===== config.mk =====
export PLATFORM = sky130hd
export DESIGN_NAME = kb_bus_controller
export DESIGN_NICKNAME = d
export VERILOG_FILES = /design/src/rtl/kb_pkg.sv /design/src/rtl/kb_delay_counter.sv /design/src/rtl/kb_bus_controller.sv
export SDC_FILE = /design/constraint.sdc
export NUM_CORES = 1
export LEC_CHECK = 0
export ABC_AREA = 1
export CAP_MARGIN = 15
export CORE_MARGIN = 2
export CORE_UTILIZATION = 31
export CTS_CLUSTER_SIZE = 25
export DETAILED_ROUTE_END_ITERATION = 7
export PLACE_DENSITY = 0.83
export SLEW_MARGIN = 40
export SYNTH_ARGS = -nofsm -noshare
export SYNTH_HDL_FRONTEND = slang
export SYNTH_SLANG_ARGS = --single-unit

===== constraint.sdc =====
create_clock -name clk -period 1.5 [get_ports clk]
set_input_delay 0.3 -clock clk [delete_from_list [all_inputs] [get_ports clk]]
set_output_delay 0.3 -clock clk [all_outputs]
set_load 0.02 [all_outputs]

===== src/rtl/kb_pkg.sv =====
// Shared constants and FSM encoding for the keyboard bus controller.
package kb_pkg;

  localparam logic [1:0] KB_ADDR_STATUS = 2'd0;
  localparam logic [1:0] KB_ADDR_DATA   = 2'd1;
  localparam logic [1:0] KB_ADDR_CTRL   = 2'd2;

  localparam int unsigned ST_BIT_KB_STATUS = 0;
  localparam int unsigned ST_BIT_BUF_FULL  = 1;
  localparam int unsigned ST_BIT_FULL_SEEN = 2;
  localparam int unsigned ST_BIT_IRQ_EN    = 3;

  localparam int unsigned CTRL_BIT_CLEAR    = 0;
  localparam int unsigned CTRL_BIT_IRQ_EN   = 1;
  localparam int unsigned CTRL_BIT_CLR_FULL = 2;

  typedef enum logic [2:0] {
    ST_IDLE,
    ST_POP,
    ST_WAIT,
    ST_RESP,
    ST_CLEAR
  } kb_state_t;

endpackage


===== src/rtl/kb_delay_counter.sv =====
// 4-bit loadable down-counter used to time both the pop wait and the clear pulse.
module kb_delay_counter (
  input  logic       clk,
  input  logic       reset,
  input  logic       i_load,
  input  logic [3:0] i_load_val,
  input  logic       i_dec,
  output logic       o_zero
);

  logic [3:0] r_count;

  always_ff @(posedge clk) begin
    if (reset) begin
      r_count <= '0;
    end else if (i_load) begin
      r_count <= i_load_val;
    end else if (i_dec && (r_count != 4'd0)) begin
      r_count <= r_count - 4'd1;
    end
  end

  // Asserted when the decrement taken this cycle brings the count to zero.
  assign o_zero = (r_count <= 4'd1);

endmodule


===== src/rtl/kb_bus_controller.sv =====
// Memory-mapped STATUS/DATA/CONTROL slave between the CPU bus and the keyboard buffer.
module kb_bus_controller
  import kb_pkg::*;
#(
  parameter int unsigned DATA_W       = 64,
  parameter int unsigned READ_LAT     = 1,
  parameter int unsigned CLEAR_CYCLES = 2
) (
  input  logic              clk,
  input  logic              reset,
  input  logic              bus_req,
  input  logic              bus_we,
  input  logic [1:0]        bus_addr,
  input  logic [DATA_W-1:0] bus_wdata,
  output logic              bus_ack,
  output logic [DATA_W-1:0] bus_rdata,
  output logic              bus_err,
  output logic              irq,
  input  logic              KB_status,
  input  logic [6:0]        KB_data,
  input  logic              buf_full,
  output logic              KB_read_en,
  output logic              KB_clear
);

  kb_state_t         r_state;
  kb_state_t         w_next;
  logic              r_irq_en;
  logic              r_full_seen;
  logic              r_irq;
  logic              r_err;
  logic [DATA_W-1:0] r_rdata;

  logic              w_accept;
  logic              w_illegal;
  logic              w_ctrl_wr;
  logic [DATA_W-1:0] w_req_rdata;
  logic              w_load;
  logic [3:0]        w_load_val;
  logic              w_dec;
  logic              w_cnt_zero;
  logic              w_unused_wdata;

  assign w_unused_wdata = ^bus_wdata[DATA_W-1:3];

  assign w_accept  = (r_state == ST_IDLE) && bus_req;
  assign w_ctrl_wr = bus_we && (bus_addr == KB_ADDR_CTRL);
  assign w_illegal = (bus_addr == 2'd3) || (bus_we && (bus_addr != KB_ADDR_CTRL));
  assign irq       = r_irq;

  always_comb begin
    w_req_rdata = '0;
    if (!bus_we) begin
      case (bus_addr)
        KB_ADDR_STATUS: begin
          w_req_rdata[ST_BIT_KB_STATUS] = KB_status;
          w_req_rdata[ST_BIT_BUF_FULL]  = buf_full;
          w_req_rdata[ST_BIT_FULL_SEEN] = r_full_seen;
          w_req_rdata[ST_BIT_IRQ_EN]    = r_irq_en;
        end
        KB_ADDR_CTRL: w_req_rdata[CTRL_BIT_IRQ_EN] = r_irq_en;
        default:      w_req_rdata = '0;
      endcase
    end
  end

  kb_delay_counter u_delay (
    .clk        (clk),
    .reset      (reset),
    .i_load     (w_load),
    .i_load_val (w_load_val),
    .i_dec      (w_dec),
    .o_zero     (w_cnt_zero)
  );

  always_ff @(posedge clk) begin
    if (reset) r_state <= ST_IDLE;
    else       r_state <= w_next;
  end

  always_comb begin
    w_next     = r_state;
    w_load     = 1'b0;
    w_load_val = '0;
    w_dec      = 1'b0;
    KB_read_en = 1'b0;
    KB_clear   = 1'b0;
    bus_ack    = 1'b0;
    bus_err    = 1'b0;
    bus_rdata  = '0;
    case (r_state)
      ST_IDLE: begin
        if (bus_req) begin
          if (w_illegal) begin
            w_next = ST_RESP;
          end else if (w_ctrl_wr && bus_wdata[CTRL_BIT_CLEAR]) begin
            w_next     = ST_CLEAR;
            w_load     = 1'b1;
            w_load_val = 4'(CLEAR_CYCLES);
          end else if (!bus_we && (bus_addr == KB_ADDR_DATA) && KB_status) begin
            w_next = ST_POP;
          end else begin
            w_next = ST_RESP;
          end
        end
      end
      ST_POP: begin
        KB_read_en = 1'b1;
        w_load     = 1'b1;
        w_load_val = 4'(READ_LAT);
        w_next     = ST_WAIT;
      end
      ST_WAIT: begin
        w_dec = 1'b1;
        if (w_cnt_zero) w_next = ST_RESP;
      end
      ST_CLEAR: begin
        KB_clear = 1'b1;
        w_dec    = 1'b1;
        if (w_cnt_zero) w_next = ST_RESP;
      end
      ST_RESP: begin
        bus_ack   = 1'b1;
        bus_err   = r_err;
        bus_rdata = r_rdata;
        w_next    = ST_IDLE;
      end
      default: w_next = ST_IDLE;
    endcase
  end

  always_ff @(posedge clk) begin
    if (reset) begin
      r_irq_en    <= 1'b0;
      r_full_seen <= 1'b0;
      r_irq       <= 1'b0;
      r_err       <= 1'b0;
      r_rdata     <= '0;
    end else begin
      r_irq <= r_irq_en & KB_status;
      if (w_accept && w_ctrl_wr) r_irq_en <= bus_wdata[CTRL_BIT_IRQ_EN];
      // A full buffer seen in the same cycle as a clear request keeps the flag set.
      if (buf_full) begin
        r_full_seen <= 1'b1;
      end else if (w_accept && w_ctrl_wr && bus_wdata[CTRL_BIT_CLR_FULL]) begin
        r_full_seen <= 1'b0;
      end
      if (w_accept) begin
        r_rdata <= w_req_rdata;
        r_err   <= w_illegal;
      end else if ((r_state == ST_WAIT) && w_cnt_zero) begin
        r_rdata <= DATA_W'({1'b1, KB_data});
      end
    end
  end

endmodule


After elaboration in Yosys (flattened, before gate mapping)

Cells that the tools add are included.

Latch bits: 0
Memory bits (read-only): 0
Bits in writable memories: 0
Memories kept: 0
Input port bits: 79
Register bits after elaboration: 75
Word-level logic and storage cells: 70

Multiply operators: 0
Multiplexer cells: 30
Bitwise operators: 1
$add $sub $neg: 1
Div/mod/pow operators: 0
Equality and inequality tests: 10
Shifts and indexed selects: 0
Magnitude comparators: 1
Reductions and logical operators: 20

Operators by type and width:

| cell                                                           | number |
|---|---|
| 2-to-1 mux 64 bit                                              | 3 |
| 2-to-1 mux 3 bit                                               | 4 |
| 2-to-1 mux 4 bit                                               | 3 |
| 2-to-1 mux 1 bit                                               | 11 |
| logical AND 1 bit                                              | 10 |
| 2-to-1 mux 2 bit                                               | 5 |
| one-hot mux 3 bit (3 select lines)                             | 1 |
| == test 3 x 2 -> 1 bit, second input constant                  | 2 |
| nonzero test 2 bit                                             | 3 |
| == test 2 bit, second input constant                           | 2 |
| less-or-equal comparator 4 x 1 -> 1 bit, second input constant | 1 |
| inequality test 2 bit, second input constant                   | 2 |
| one-hot mux 1 bit (2 select lines)                             | 2 |
| one-hot mux 2 bit (2 select lines)                             | 1 |
| nonzero test 4 bit                                             | 1 |
| subtractor 4 x 1 -> 4 bit, second input constant               | 1 |
| == test 3 x 1 -> 1 bit, second input constant                  | 1 |
| == test 3 bit, second input constant                           | 1 |
| zero test 3 bit                                                | 1 |
| == test 2 x 1 -> 1 bit, second input constant                  | 1 |
| zero test 2 bit                                                | 1 |
| inequality test 2 x 1 -> 1 bit, second input constant          | 1 |
| AND reduction 2 bit                                            | 1 |
| OR reduction 2 bit                                             | 1 |
| 3 further kinds                                                | 3 |

Longest topological paths before layout

Word-level depth: 8
Mapped depth: 9

Modules after synthesis

Synthesis repeated with hierarchy kept, for this count alone.

Cells, all modules: 233
Area total of the unflattened synthesis: 1585.3 µm²

By module, submodules not included:

| module            | area an instance (µm²) | cells an instance | seq. area each (µm²) | instances |
|---|---|---|---|---|
| kb_bus_controller | 1293.7                 | 191               | 300.3                | 1 |
| kb_delay_counter  | 291.5                  | 42                | 80.1                 | 1 |

Worst setup path before layout

No wires, ideal clock.

Path kind: flip-flop to output port
Start: reg r_state[1]
End: out bus_err
Data required time: 1200 ps
Data arrival time: 1537 ps
Cell stages (with the launch flop): 5
Buffers on the path: 0
Path slack: -337 ps
Cells stage by stage: dfxtp_1 inv_1 nor3_1 inv_2 nor2_1

Cells in the longest elaborated chain, start to end: 2

RTL lines:

| what                     | RTL line                | text |
|---|---|---|
| start: declaration       | kb_bus_controller.sv:26 | `kb_state_t r_state;` |
| start signal: assignment | kb_bus_controller.sv:78 | `else r_state <= w_next;` |
| == test 3 x 2 -> 1 bit   | kb_bus_controller.sv:91 | `case (r_state)` |
| 2-to-1 mux 1 bit         | kb_bus_controller.sv:91 |  |
| end: declaration         | kb_bus_controller.sv:17 | `output logic bus_err,` |

Every way passes these cells.

Final worst setup path

Start: reg r_state[1]
End: out bus_rdata[5]

Cells in the longest elaborated chain, start to end: 2

RTL lines:

| what                   | RTL line                | text |
|---|---|---|
| == test 3 x 2 -> 1 bit | kb_bus_controller.sv:91 |  |
| 2-to-1 mux 64 bit      | kb_bus_controller.sv:91 |  |
| end: declaration       | kb_bus_controller.sv:16 | `output logic [DATA_W-1:0] bus_rdata,` |

Every way passes these cells.

==> results.toml <==
[status]
outcome = "finished, violations left"
violations = "negative setup slack"

[sta]
fin_crit_ns = 1.54
clock_skew_ns = 0.00778
slew_violations = 0
hold_viol = 0
max_freq_ghz = 0.649
rsz0062_at_grt = "true"
setup_viol = 8
min_period_over_period_pct = 103
fin_ws_ns = -0.0413

[grt]
grt_overflow_total = 0
grt_pass1_vias = 1227
grt_pass1_wl_microns = 5200
grt_use_total_pct = 11.7
grt_max_degree = 12
antenna_found_initial = 0

[yosys]
async_flop_share_pct = 0
ys_warn_count = 0
synth.largest_area_cell = "buf_4"
synthFlopType = "dfxtp_1"
synth_common_cells = "buf_4 (56), nand2_1 (29), nor2_1 (26)"
seq_area_frac_synth_pct = 24.5
ys_seq_elements = 19
syn_area_sq_um = 1550
netlist.area_leader.share_pct = 27.1
yosysMostFrequentCell = "buf_4"
synth.area.top_cells = "buf_4 (27%), dfxtp_1 (24%), nand2_1 (7.0%), nor2_1 (6.3%), inv_1 (6.0%)"
synth_cells = 225
synth.avg_cell_area_sq_um = 6.90
yosysUniqueCellTypes = 25
synth_edf_count = 0

[final_layout]
drive_above_1_share_pct = 21.0
synthToLayoutAreaGrowth_pct = 20.0
fill_cells = 531
fin_util_pct = 38.9
multi_input_area_sq_um = 847
num_antenna_cells = 0
ff_latch_area_sq_um = 382
final_area_sq_um = 1860
final_nets = 354

[clock_tree]
cts.sinks = 19
numCtsBuffers = 3
cts_max_level = 1
clk_pin_slew_worst_paths_ns = 0.07
clockBufferDepth = 2
cts_tree = "done"
ctsHoldBuffers = 0
cts_root_buffer = "clkbuf_8"
worstSkewPairLatency_ns = 0.26

[routing]
dr_total_vias = 1343
via_per_inst = 3.97
drt_iter0_drc = 41
drc = 0
wl_microns = 3220
drtPass1Iterations = 4
post_drt_wl_per_cell_microns = 9.53
postRouteAntennaNets = 0

[worst_setup_path]
critPathArrivalTime_ns = 1.24
critPathRequiredTime_ns = 1.20
reg2reg_depth = 9
r2r_setup_slack_ns = 0.09
end_kind = "output pin"
crit_type = "flop to output pin"
cp-start-kind = "flop"
path_max_fanout = 9
r2r-end = "r_rdata[3]$_SDFFE_PP0P_"
reg2reg_from = "u_delay.r_count[0]$_SDFFE_PP0P_"

[placement]
portBuffers = 30
post_dp_cell_area_sq_um = 1820
dp_slack_ns = -0.273
dp_hpwl_microns = 2630
gp_congestion = 0.844

[floorplan]
start_util_pct = 32.4
die_h_microns = 74.8
ios = 148
die_x_microns = 74.8
die_area_sq_um = 5590
coreArea_sq_um = 4790
fp-row-count = 25

[min_path]
hold_end = "r_err$_SDFFE_PP0N_"
hp-start = "r_err$_SDFFE_PP0N_"
min_path_type = "flop to flop"
min_delay_path_depth = 2

[pwr]
p_per_area_nw_per_um2 = 1520
leakagePower_nw = 0.949
irDropWorstVdd_v = 0.000725

[job]
cap_violations = 0
critical path: stages (launching register included):
cell     delay (ns)
dfxtp_2        0.34
inv_2          0.05
nor3_4         0.23
inv_4          0.10
nor2_1         0.11
buf_4          0.15
worst max-delay path by stage:
stage	to	slack, ns	start
global route	bus_rdata[7]	-0.11	r_state[1]$_SDFFE_PP0P_
floorplan	bus_err	0.003	r_state[1]$_SDFFE_PP0P_
CTS	bus_rdata[5]	-0.07	r_state[1]$_SDFFE_PP0P_
detailed placement	bus_rdata[5]	-0.27	r_state[0]$_SDFFE_PP0P_
global placement	bus_rdata[5]	-0.26	r_state[0]$_SDFFE_PP0P_
finish	bus_rdata[5]	-0.04	r_state[1]$_SDFFE_PP0P_
logic make-up (layout without fill, tap and decap cells):
kind of cell | count (synthesis) | in the layout | synth area share, %
flip-flops | 19 | 19 | 24.5
AO/OA/AOI/OAI | 25 | 25 | 8.70
AND/OR/NAND/NOR | 89 | 89 | 28.7
adder cells (fa/ha/maj) | 3 | 3 | 2.42
other | 1 | 56 | 0.242
buffers and inverters | 88 | 79 | 35.5
layout make-up:
cell class	count	share of cell area, %
timing repair buffer	45	20.8
sequential	19	20.5
tap	67	4.50
clock inverter	1	0.269
inverter	30	6.31
multi-input combinational	173	45.5
clock buffer	3	2.22
power by group:
part / internal, mW / switching [mW]
Sequential: 0.658 / 0.0912
Combinational: 0.640 / 1.08
Clock: 0.185 / 0.183
Total: 1.48 / 1.35
metal layers:
metal	track usage, %	part of all wire, %
met1	14.8	42
met2	20.5	50
met3	2.95	7.6
met4	1.98	0
met5	0	0
registers in the layout, indices dropped and copies added, names as in the netlist:
register	count
r_err	1
u_delay.r_count	4
r_state	3
irq	1
r_rdata	8
r_full_seen	1
r_irq_en	1
cell usage in the layout, fill, tap and decap left out, types with 2 or more instances in the layout:
master / Yosys / routed
a21oi_1: 13 / 13
a21oi_2: 2 / 2
buf_4: 56 / 25
clkbuf_8: 0 / 3
clkdlybuf4s50_1: 0 / 17
conb_1: 1 / 56
dfxtp_1: 19 / 18
ha_1: 3 / 2
inv_1: 25 / 24
inv_2: 4 / 4
inv_4: 1 / 2
nand2_1: 29 / 29
nand2_2: 4 / 4
nand2_4: 4 / 4
nand3_1: 13 / 13
nand3_2: 2 / 2
nand4_1: 4 / 4
nor2_1: 26 / 24
nor2_2: 0 / 2
nor3_1: 4 / 3
o21ai_0: 6 / 5
o21ai_1: 3 / 4
stage by stage:
step	instances	TNS, ns	hold WS [ns]	total power, mW
final	338	-0.179	0.459	2.83
after global routing	338	-0.867	0.495	3.10
after CTS	337	-0.499	0.463	2.78
after detailed placement	333	-2.78	0.451	2.42
after global placement	333	-2.48	0.445	2.36
after floorplan	280	0	0.378	2.06
what timing repair did:
action,4_1_cts,5_1_grt
resized for setup,60,8
endpoints found under the setup margin,12,21
buffers inserted,0,2
pin swaps,1,0
Power figures use the tool's default switching activity.
